**config.mk**
```make
export PLATFORM = sky130hd
export DESIGN_NAME = lsu_req
export DESIGN_NICKNAME = d
export VERILOG_FILES = /design/src/rtl/lsu_pkg.sv /design/src/rtl/lsu_lane.sv /design/src/rtl/lsu_req.sv
export SDC_FILE = /design/constraint.sdc
export NUM_CORES = 1
export LEC_CHECK = 0
export CAP_MARGIN = 20
export CORE_UTILIZATION = 50
export CTS_BUF_LIST = sky130_fd_sc_hd__clkbuf_4 sky130_fd_sc_hd__clkbuf_8
export DETAILED_ROUTE_END_ITERATION = 7
export PLACE_DENSITY = 0.81
export SLEW_MARGIN = 20
export SYNTH_ARGS = -nofsm -noshare
export SYNTH_HDL_FRONTEND = slang
export SYNTH_SLANG_ARGS = --single-unit
```
**constraint.sdc**
```tcl
create_clock -name clk -period 5 [get_ports clk]
set_input_delay 0.5 -clock clk [delete_from_list [all_inputs] [get_ports clk]]
set_output_delay 0.5 -clock clk [all_outputs]
set_load 0.005 [all_outputs]
```
**src/rtl/lsu_pkg.sv**
```systemverilog
// Shared types and helpers for the load/store initiator: state enum, width codes,
// byte-mask, alignment and load-extension functions.
package lsu_pkg;

    localparam int unsigned REG_W = 64;
    localparam int unsigned WDT_W = 3;

    localparam logic [REG_W-1:0] RAM_ADDR = REG_W'(64'h0000_0000_8000_0000);

    localparam logic [WDT_W-1:0] WDT8  = WDT_W'(0);
    localparam logic [WDT_W-1:0] WDT16 = WDT_W'(1);
    localparam logic [WDT_W-1:0] WDT32 = WDT_W'(2);
    localparam logic [WDT_W-1:0] WDT64 = WDT_W'(3);

    typedef enum logic [1:0] {
        ST_IDLE,
        ST_ISSUE,
        ST_WAIT,
        ST_RESP
    } lsu_state_e;

    function automatic logic [7:0] wdt_mask(input logic [WDT_W-1:0] wdt);
        case (wdt)
            WDT8:    return 8'h01;
            WDT16:   return 8'h03;
            WDT32:   return 8'h0F;
            WDT64:   return 8'hFF;
            default: return 8'h00;
        endcase
    endfunction

    // Unknown width codes count as misaligned so they are answered with an error.
    function automatic logic is_aligned(input logic [WDT_W-1:0] wdt, input logic [2:0] off);
        case (wdt)
            WDT8:    return 1'b1;
            WDT16:   return off[0] == 1'b0;
            WDT32:   return off[1:0] == 2'b00;
            WDT64:   return off == 3'b000;
            default: return 1'b0;
        endcase
    endfunction

    function automatic logic [REG_W-1:0] extend_load(input logic [REG_W-1:0] d,
                                                     input logic [WDT_W-1:0] wdt,
                                                     input logic sext);
        case (wdt)
            WDT8:    return sext ? {{(REG_W-8){d[7]}}, d[7:0]}    : {{(REG_W-8){1'b0}}, d[7:0]};
            WDT16:   return sext ? {{(REG_W-16){d[15]}}, d[15:0]} : {{(REG_W-16){1'b0}}, d[15:0]};
            WDT32:   return sext ? {{(REG_W-32){d[31]}}, d[31:0]} : {{(REG_W-32){1'b0}}, d[31:0]};
            default: return d;
        endcase
    endfunction

endpackage

```
**src/rtl/lsu_lane.sv**
```systemverilog
// Byte-lane steering: shifts store data and mask up to the lane offset and
// extracts/extends load data from the aligned read word.
module lsu_lane
    import lsu_pkg::*;
(
    input  logic [WDT_W-1:0] wdt,
    input  logic [2:0]       off,
    input  logic             sext,
    input  logic [REG_W-1:0] wdata,
    input  logic [REG_W-1:0] rdata,
    output logic [REG_W-1:0] wdata_c,
    output logic [7:0]       wmask_c,
    output logic [REG_W-1:0] rdata_c
);

    logic [5:0] bit_sh;

    assign bit_sh  = {off, 3'b000};
    assign wdata_c = wdata << bit_sh;
    assign wmask_c = wdt_mask(wdt) << off;
    assign rdata_c = extend_load(rdata >> bit_sh, wdt, sext);

endmodule

```
**src/rtl/lsu_req.sv**
```systemverilog
// Load/store initiator: one outstanding EXU request, alignment/window checks,
// 8-byte-aligned memory transaction and extended load response.
module lsu_req
    import lsu_pkg::*;
#(
    parameter logic [REG_W-1:0] RAM_BASE  = RAM_ADDR,
    parameter logic [REG_W-1:0] RAM_BYTES = REG_W'(1024)
) (
    input  logic             clk,
    input  logic             rst,
    input  logic             req_valid,
    output logic             req_ready,
    input  logic             req_wen,
    input  logic [REG_W-1:0] req_addr,
    input  logic [REG_W-1:0] req_wdata,
    input  logic [WDT_W-1:0] req_wdt,
    input  logic             req_sext,
    output logic             rsp_valid,
    output logic [REG_W-1:0] rsp_rdata,
    output logic             rsp_err,
    output logic             mem_ren,
    output logic             mem_wen,
    output logic [REG_W-1:0] mem_addr,
    output logic [REG_W-1:0] mem_wdata,
    output logic [7:0]       mem_wmask,
    input  logic             mem_ready,
    input  logic             mem_rvalid,
    input  logic [REG_W-1:0] mem_rdata
);

    lsu_state_e       state;
    logic             wen_q;
    logic [2:0]       off_q;
    logic [REG_W-1:0] wdata_q;
    logic [WDT_W-1:0] wdt_q;
    logic             sext_q;
    logic             err_q;

    logic             in_idle;
    logic [REG_W-1:0] win_off;
    logic             req_err;
    logic [WDT_W-1:0] lane_wdt;
    logic [2:0]       lane_off;
    logic             lane_sext;
    logic [REG_W-1:0] lane_wdata;
    logic [REG_W-1:0] lane_wdata_c;
    logic [7:0]       lane_wmask_c;
    logic [REG_W-1:0] lane_rdata_c;

    assign in_idle   = (state == ST_IDLE);
    assign req_ready = in_idle;

    // Unsigned wrap makes addresses below the base fail the window check too.
    assign win_off = req_addr - RAM_BASE;
    assign req_err = !is_aligned(req_wdt, req_addr[2:0]) || (win_off >= RAM_BYTES);

    // Lane logic sees the live request while idle (strobes are registered on accept).
    assign lane_wdt   = in_idle ? req_wdt       : wdt_q;
    assign lane_off   = in_idle ? req_addr[2:0] : off_q;
    assign lane_sext  = in_idle ? req_sext      : sext_q;
    assign lane_wdata = in_idle ? req_wdata     : wdata_q;

    lsu_lane u_lane (
        .wdt     (lane_wdt),
        .off     (lane_off),
        .sext    (lane_sext),
        .wdata   (lane_wdata),
        .rdata   (mem_rdata),
        .wdata_c (lane_wdata_c),
        .wmask_c (lane_wmask_c),
        .rdata_c (lane_rdata_c)
    );

    always_ff @(posedge clk) begin
        if (rst) begin
            state     <= ST_IDLE;
            wen_q     <= 1'b0;
            off_q     <= '0;
            wdata_q   <= '0;
            wdt_q     <= '0;
            sext_q    <= 1'b0;
            err_q     <= 1'b0;
            rsp_valid <= 1'b0;
            rsp_rdata <= '0;
            rsp_err   <= 1'b0;
            mem_ren   <= 1'b0;
            mem_wen   <= 1'b0;
            mem_addr  <= '0;
            mem_wdata <= '0;
            mem_wmask <= '0;
        end else begin
            rsp_valid <= 1'b0;
            rsp_err   <= 1'b0;
            case (state)
                ST_IDLE: begin
                    if (req_valid) begin
                        wen_q     <= req_wen;
                        off_q     <= req_addr[2:0];
                        wdata_q   <= req_wdata;
                        wdt_q     <= req_wdt;
                        sext_q    <= req_sext;
                        err_q     <= req_err;
                        rsp_rdata <= '0;
                        if (req_err) begin
                            state <= ST_RESP;
                        end else begin
                            state     <= ST_ISSUE;
                            mem_ren   <= !req_wen;
                            mem_wen   <= req_wen;
                            mem_addr  <= {req_addr[REG_W-1:3], 3'b000};
                            mem_wdata <= lane_wdata_c;
                            mem_wmask <= lane_wmask_c;
                        end
                    end
                end
                ST_ISSUE: begin
                    if (mem_ready) begin
                        mem_ren <= 1'b0;
                        mem_wen <= 1'b0;
                        state   <= wen_q ? ST_RESP : ST_WAIT;
                    end
                end
                ST_WAIT: begin
                    if (mem_rvalid) begin
                        rsp_rdata <= lane_rdata_c;
                        state     <= ST_RESP;
                    end
                end
                ST_RESP: begin
                    rsp_valid <= 1'b1;
                    rsp_err   <= err_q;
                    state     <= ST_IDLE;
                end
                default: state <= ST_IDLE;
            endcase
        end
    end

endmodule

```
==> reports/qor.csv, run 1 <==
metric;value;unit
final hold viol count;0;
Synth area leaders;dfxtp_1 39%, mux2i_1 8.9%, nand2_1 8.3%;
internal power;4860;uW
Peak Freq;244;MHz
Initial Util;0.512;
cell family with most CP delay;compound AO/OA/AOI/OAI gates;
CTS Hold Buffers Added;0;
Rows;61;
max_slew headroom;0.421;
switching power total;3630;uW
Clock Pin Slew Worst Setup and Hold Paths;60;ps
final core occ;0.700;
RSZ-0062 raised after global routing;no;
cells along the critical path;inv_1, ha_4, mux2_2, mux2_2, nor2_1, a31oi_1, a21oi_1, a2111oi_2, buf_4, o2111a_1, buf_4, a221o_1;
biggest cell delay along the critical path;640;ps
Setup Total Neg Slack;0;ps
clock root cell;clkbuf_8;
VDD IR max;0.409;mV
hold slack final;426;ps
Mapped Avg Cell Area;7.96;um^2
DRC violations left;0;
most instantiated cells after synthesis;317 x nand2_1, 276 x dfxtp_1, 209 x a21oi_1;
Worst-Skew Late Latency;610;ps
Port Buf Inserts;403;
via count;15600;
endpoints failing setup;0;
Chip Width;171;um
Crit Path Class;flip-flop to flip-flop;
Clock Sinks;276;
Distinct cells, synth;64;
most frequent cell after synthesis;nand2_1;
drt first pass iters;6;
Pwr Density;433;nW/um^2
CP endpoint kind;flip-flop;
P_leak;0.00723;uW
CP max stage cell;mux2_2;
first-pass GRT wire length;86100;um
setup bufs post-CTS;0;
total power;8490;uW
outcome;finished clean;
total track usage;0.384;
die area;29300;um^2
HPWL after DPL;41800;um
die height;171;um
Ys Warns;0;
layout cells sized above 1;0.0837;
Clock Power Share;0.259;
Worst Path Buf+Inv;3;
worst-path fanout max;37;
Post-synth EDFFs;0;
Logic pwr share;0.451;
worst-case clock buffer depth;3;
placed cell area;18600;um^2
top cell type by total area after synthesis;dfxtp_1;
H-tree levels;2;
Core ar.;28000;um^2
Setup Skew;41.8;ps
post-CTS resize count;0;
I/O Pins;407;
post-route ant nets;0;
# Max-Cap Violations;0;
switching share of total power;0.427;
initial drt markers;1657;
Inserted Clock Buffers;47;
sequential share of the synthesized area;0.386;
sequential power share;0.290;
Total Wirelength;58100;um
synthesis-to-layout area growth;36.9;%
main flop type after synthesis;dfxtp_1;
via-per-instance ratio;6.11;
share of the synthesized area in the top cell type;0.386;
crit path launch type;flip-flop;
CP required;5470;ps
vias in the first global route;14800;
Nets;2349;
post-route minimum period;4100;ps
final-report max-slew violation count;0;
Post-synth ARST share;0;
Least-Margin Pin Slew;857;ps
Synth Instances;1801;
total global routing overflow;0;
Hold Path Class;input port to flip-flop;
largest net degree at the start of global routing;116;
initial antenna violation count;1;
fin crit share;0.820;
CP Data Arrival Time;4570;ps
drt wl/cell;22.7;um
#FFs+latches synth;276;
Synth Cell Area;14300;um^2
fin area;19600;um^2
CTS tree;done;
placer congestion estimate;1.01;
-- layout by cell type, fill, tap and decap left out, types with 46 or more instances in the layout --
master and instances:
clkbuf_8 55, and2_1 62, dfxtp_1 275, a21oi_1 209, nor3_1 49, clkdlybuf4s50_1 401
mux2i_1 126, a211oi_1 66, nor2_1 131, nand3_1 46, nand2_1 316, o21ai_0 62
-- per-stage QoR --
step / setup WS [ps] / instances
CTS: 997 / 2552
detailed placement: 489 / 2470
global placement: 495 / 2470
floorplan: 1480 / 1803
global route: 711 / 2553
finish: 899 / 2553
-- final timing paths --
check         startpoint  slack (ps)  cells past startpoint             to
max             state[0]         900                     12  rsp_rdata[56]
max reg2reg     state[0]         900                     12  rsp_rdata[56]
min reg2reg  wdata_q[58]         450                      2    wdata_q[58]
min                  rst         430                      2   mem_wmask[4]
-- power groups by stage --
stage,sequential [uW],clock [uW],combinational (uW)
after floorplan,2470,0,2420
after global placement,2490,0,3650
after detailed placement,2500,0,3700
after CTS,2450,2210,3720
after global routing,2470,2310,4080
final,2460,2200,3830
-- layer usage --
| metal | up-vias | track usage | part of all wire |
|---|---|---|---|
| li1 | 7117 | - | - |
| met1 | 7404 | 0.456 | 0.38 |
| met2 | 885 | 0.654 | 0.48 |
| met3 | 194 | 0.0640 | 0.083 |
| met4 | 0 | 0.226 | 0.057 |
| met5 | - | 0 | 0 |
-- sequential cells by signal, summed over array words and instances (netlist names) --
register and count:
mem_wdata 64, rsp_rdata 64, wdata_q 64, mem_addr 61, mem_wmask 8, off_q 3, wdt_q 3, state 2
err_q 1, mem_ren 1, mem_wen 1, rsp_err 1, rsp_valid 1, sext_q 1, wen_q 1
-- kinds of logic (layout without fill, tap and decap cells) --
family | after synthesis | after routing | share of synthesized area
adder cells (fa/ha/maj) | 6 | 6 | 0.00524
AO/OA/AOI/OAI | 475 | 475 | 0.216
XOR/XNOR | 4 | 4 | 0.00245
AND/OR/NAND/NOR | 719 | 719 | 0.232
buffers and inverters | 162 | 533 | 0.0451
multiplexers | 158 | 158 | 0.113
other | 1 | 4 | 0.000262
flip-flops | 276 | 276 | 0.386
-- cell type report --
| class | instances | area [um^2] |
|---|---|---|
| clock buffer | 68 | 855 |
| multi-input combinational | 1365 | 8230 |
| sequential | 276 | 5530 |
| inverter | 8 | 30.0 |
| timing repair buffer | 443 | 4350 |
| fill | 2261 | 8390 |
| clock inverter | 14 | 151 |
| tap | 378 | 473 |
| antenna | 1 | 2.50 |
No activity file was read; power rests on OpenSTA's default activity.
==> run 2: changes to the inputs <==
- CORE_UTILIZATION: 50 -> 45
- PLACE_DENSITY: 0.81 -> 0.77
- clock period: 5 -> 3.4 ns (I/O delays scaled with it)
==> reports/qor.csv, run 2 (synthesis results as in run 1) <==
metric;value;unit
outcome;finished clean;
placer congestion estimate;1.01;
Least-Margin Pin Slew;982;ps
first-pass GRT wire length;88500;um
Nets;2429;
fin area;20500;um^2
Initial Util;0.462;
Clock Sinks;276;
worst-case clock buffer depth;3;
Hold Crit Depth;2;
hold slack final;198;ps
synthesis-to-layout area growth;42.8;%
worst-path fanout max;32;
most frequent cells in the layout;401 x clkdlybuf4s50_1, 316 x nand2_1, 275 x dfxtp_1;
Hold Path Class;input port to flip-flop;
r2r worst-path depth;12;
clock root cell;clkbuf_8;
setup bufs post-CTS;0;
I/O Pins;407;
CP Data Arrival Time;3750;ps
Core ar.;31000;um^2
CTS Hold Buffers Added;0;
largest net degree at the start of global routing;118;
VDD IR max;0.562;mV
P_leak;0.00771;uW
Rows;64;
Pwr Density;629;nW/um^2
Worst-Skew Late Latency;580;ps
Inserted Clock Buffers;47;
endpoints failing setup;0;
via count;15700;
Port Buf Inserts;403;
die height;180;um
# Max-Cap Violations;0;
total track usage;0.345;
max_slew headroom;0.345;
Peak Freq;303;MHz
Setup Skew;31.3;ps
worst flop-to-flop path endpoint;rsp_rdata[54];
Crit Path Class;flip-flop to flip-flop;
via-per-instance ratio;5.89;
worst hold endpoint;rsp_rdata[2];
Chip Width;180;um
initial antenna violation count;1;
crit path launch type;flip-flop;
DRC violations left;0;
layout cells sized above 1;0.119;
post-route minimum period;3300;ps
Total Wirelength;57700;um
most common cell after layout, fill and taps aside;clkdlybuf4s50_1;
HPWL after DPL;41900;um
final-report max-slew violation count;0;
min-delay src;rst;
final core occ;0.660;
Reg2Reg Launch Point;state[0];
die area;32600;um^2
initial drt markers;1634;
total global routing overflow;0;
CP required;3840;ps
drt wl/cell;21.7;um
drt first pass iters;7;
reg-to-reg slack, setup;100;ps
top flop regs;mem_wdata: 64 flops, rsp_rdata: 64 flops, wdata_q: 64 flops;
post-route ant nets;0;
CTS tree;done;
final hold viol count;0;
vias in the first global route;15100;
Clock Pin Slew Worst Setup and Hold Paths;60;ps
CP endpoint kind;flip-flop;
H-tree levels;2;
RSZ-0062 raised after global routing;yes;
fin crit share;0.971;
placed cell area;19300;um^2
run 2: repair_timing:
action,4_1_cts,5_1_grt
hold endpoints to repair,0,0
setup endpoints to repair,0,34
resized for setup,0,1
run 2: critical path, cell delays in order, from the launching register on:
cell,delay [ps]
dfxtp_1,330
inv_1,180
ha_4,290
mux2_2,450
buf_4,240
nand2_1,80
o22ai_1,80
a311oi_2,370
nor2b_1,230
a2111oi_2,60
o2111a_1,270
buf_4,250
a221o_1,310
run 2: layout make-up:
class	instances	area [um^2]
Tap cell	396	495
Timing Repair Buffer	523	5040
Clock buffer	75	963
Multi-Input combinational cell	1365	8240
Inverter	8	30.0
Sequential cell	276	5530
Clock inverter	13	155
Antenna cell	1	2.50
Fill cell	2639	10500
run 2: per-stage QoR:
| step | power [uW] | setup slack (ps) | TNS (ps) | cells |
|---|---|---|---|---|
| floorplan | 7190 | 81.2 | 0 | 1803 |
| global placement | 9220 | -383 | -44660 | 2568 |
| detailed placement | 9300 | -429 | -50030 | 2568 |
| CTS | 12800 | 39.2 | 0 | 2656 |
| global route | 13500 | -12.1 | -65.9 | 2657 |
| finish | 12900 | 97.8 | 0 | 2657 |
run 2: where the power goes:
group          internal (uW)  switching [uW]  leakage (uW)  total (uW)
combinational           2070            3710       0.00488        5770
sequential              3460             157       0.00223        3620
clock                   2040            1440      0.000596        3490
total                   7570            5310       0.00771       12900
run 2: per-layer routing:
layer,global-route usage,wire length (um),share of wire
met1,0.421,22900,0.40
met2,0.590,27700,0.48
met3,0.0552,4220,0.073
met4,0.172,2920,0.051
met5,0,0,0
run 2: worst max path at each step:
stage	slack [ps]	from	to
2_1_floorplan	80	req_addr[38]	mem_wdata[13]
3_3_place_gp	-380	req_addr[38]	mem_addr[50]
3_5_place_dp	-430	req_addr[38]	mem_addr[11]
4_1_cts	40	state[0]	rsp_rdata[47]
5_1_grt	-10	state[0]	rsp_rdata[40]
6_report	100	state[0]	rsp_rdata[54]
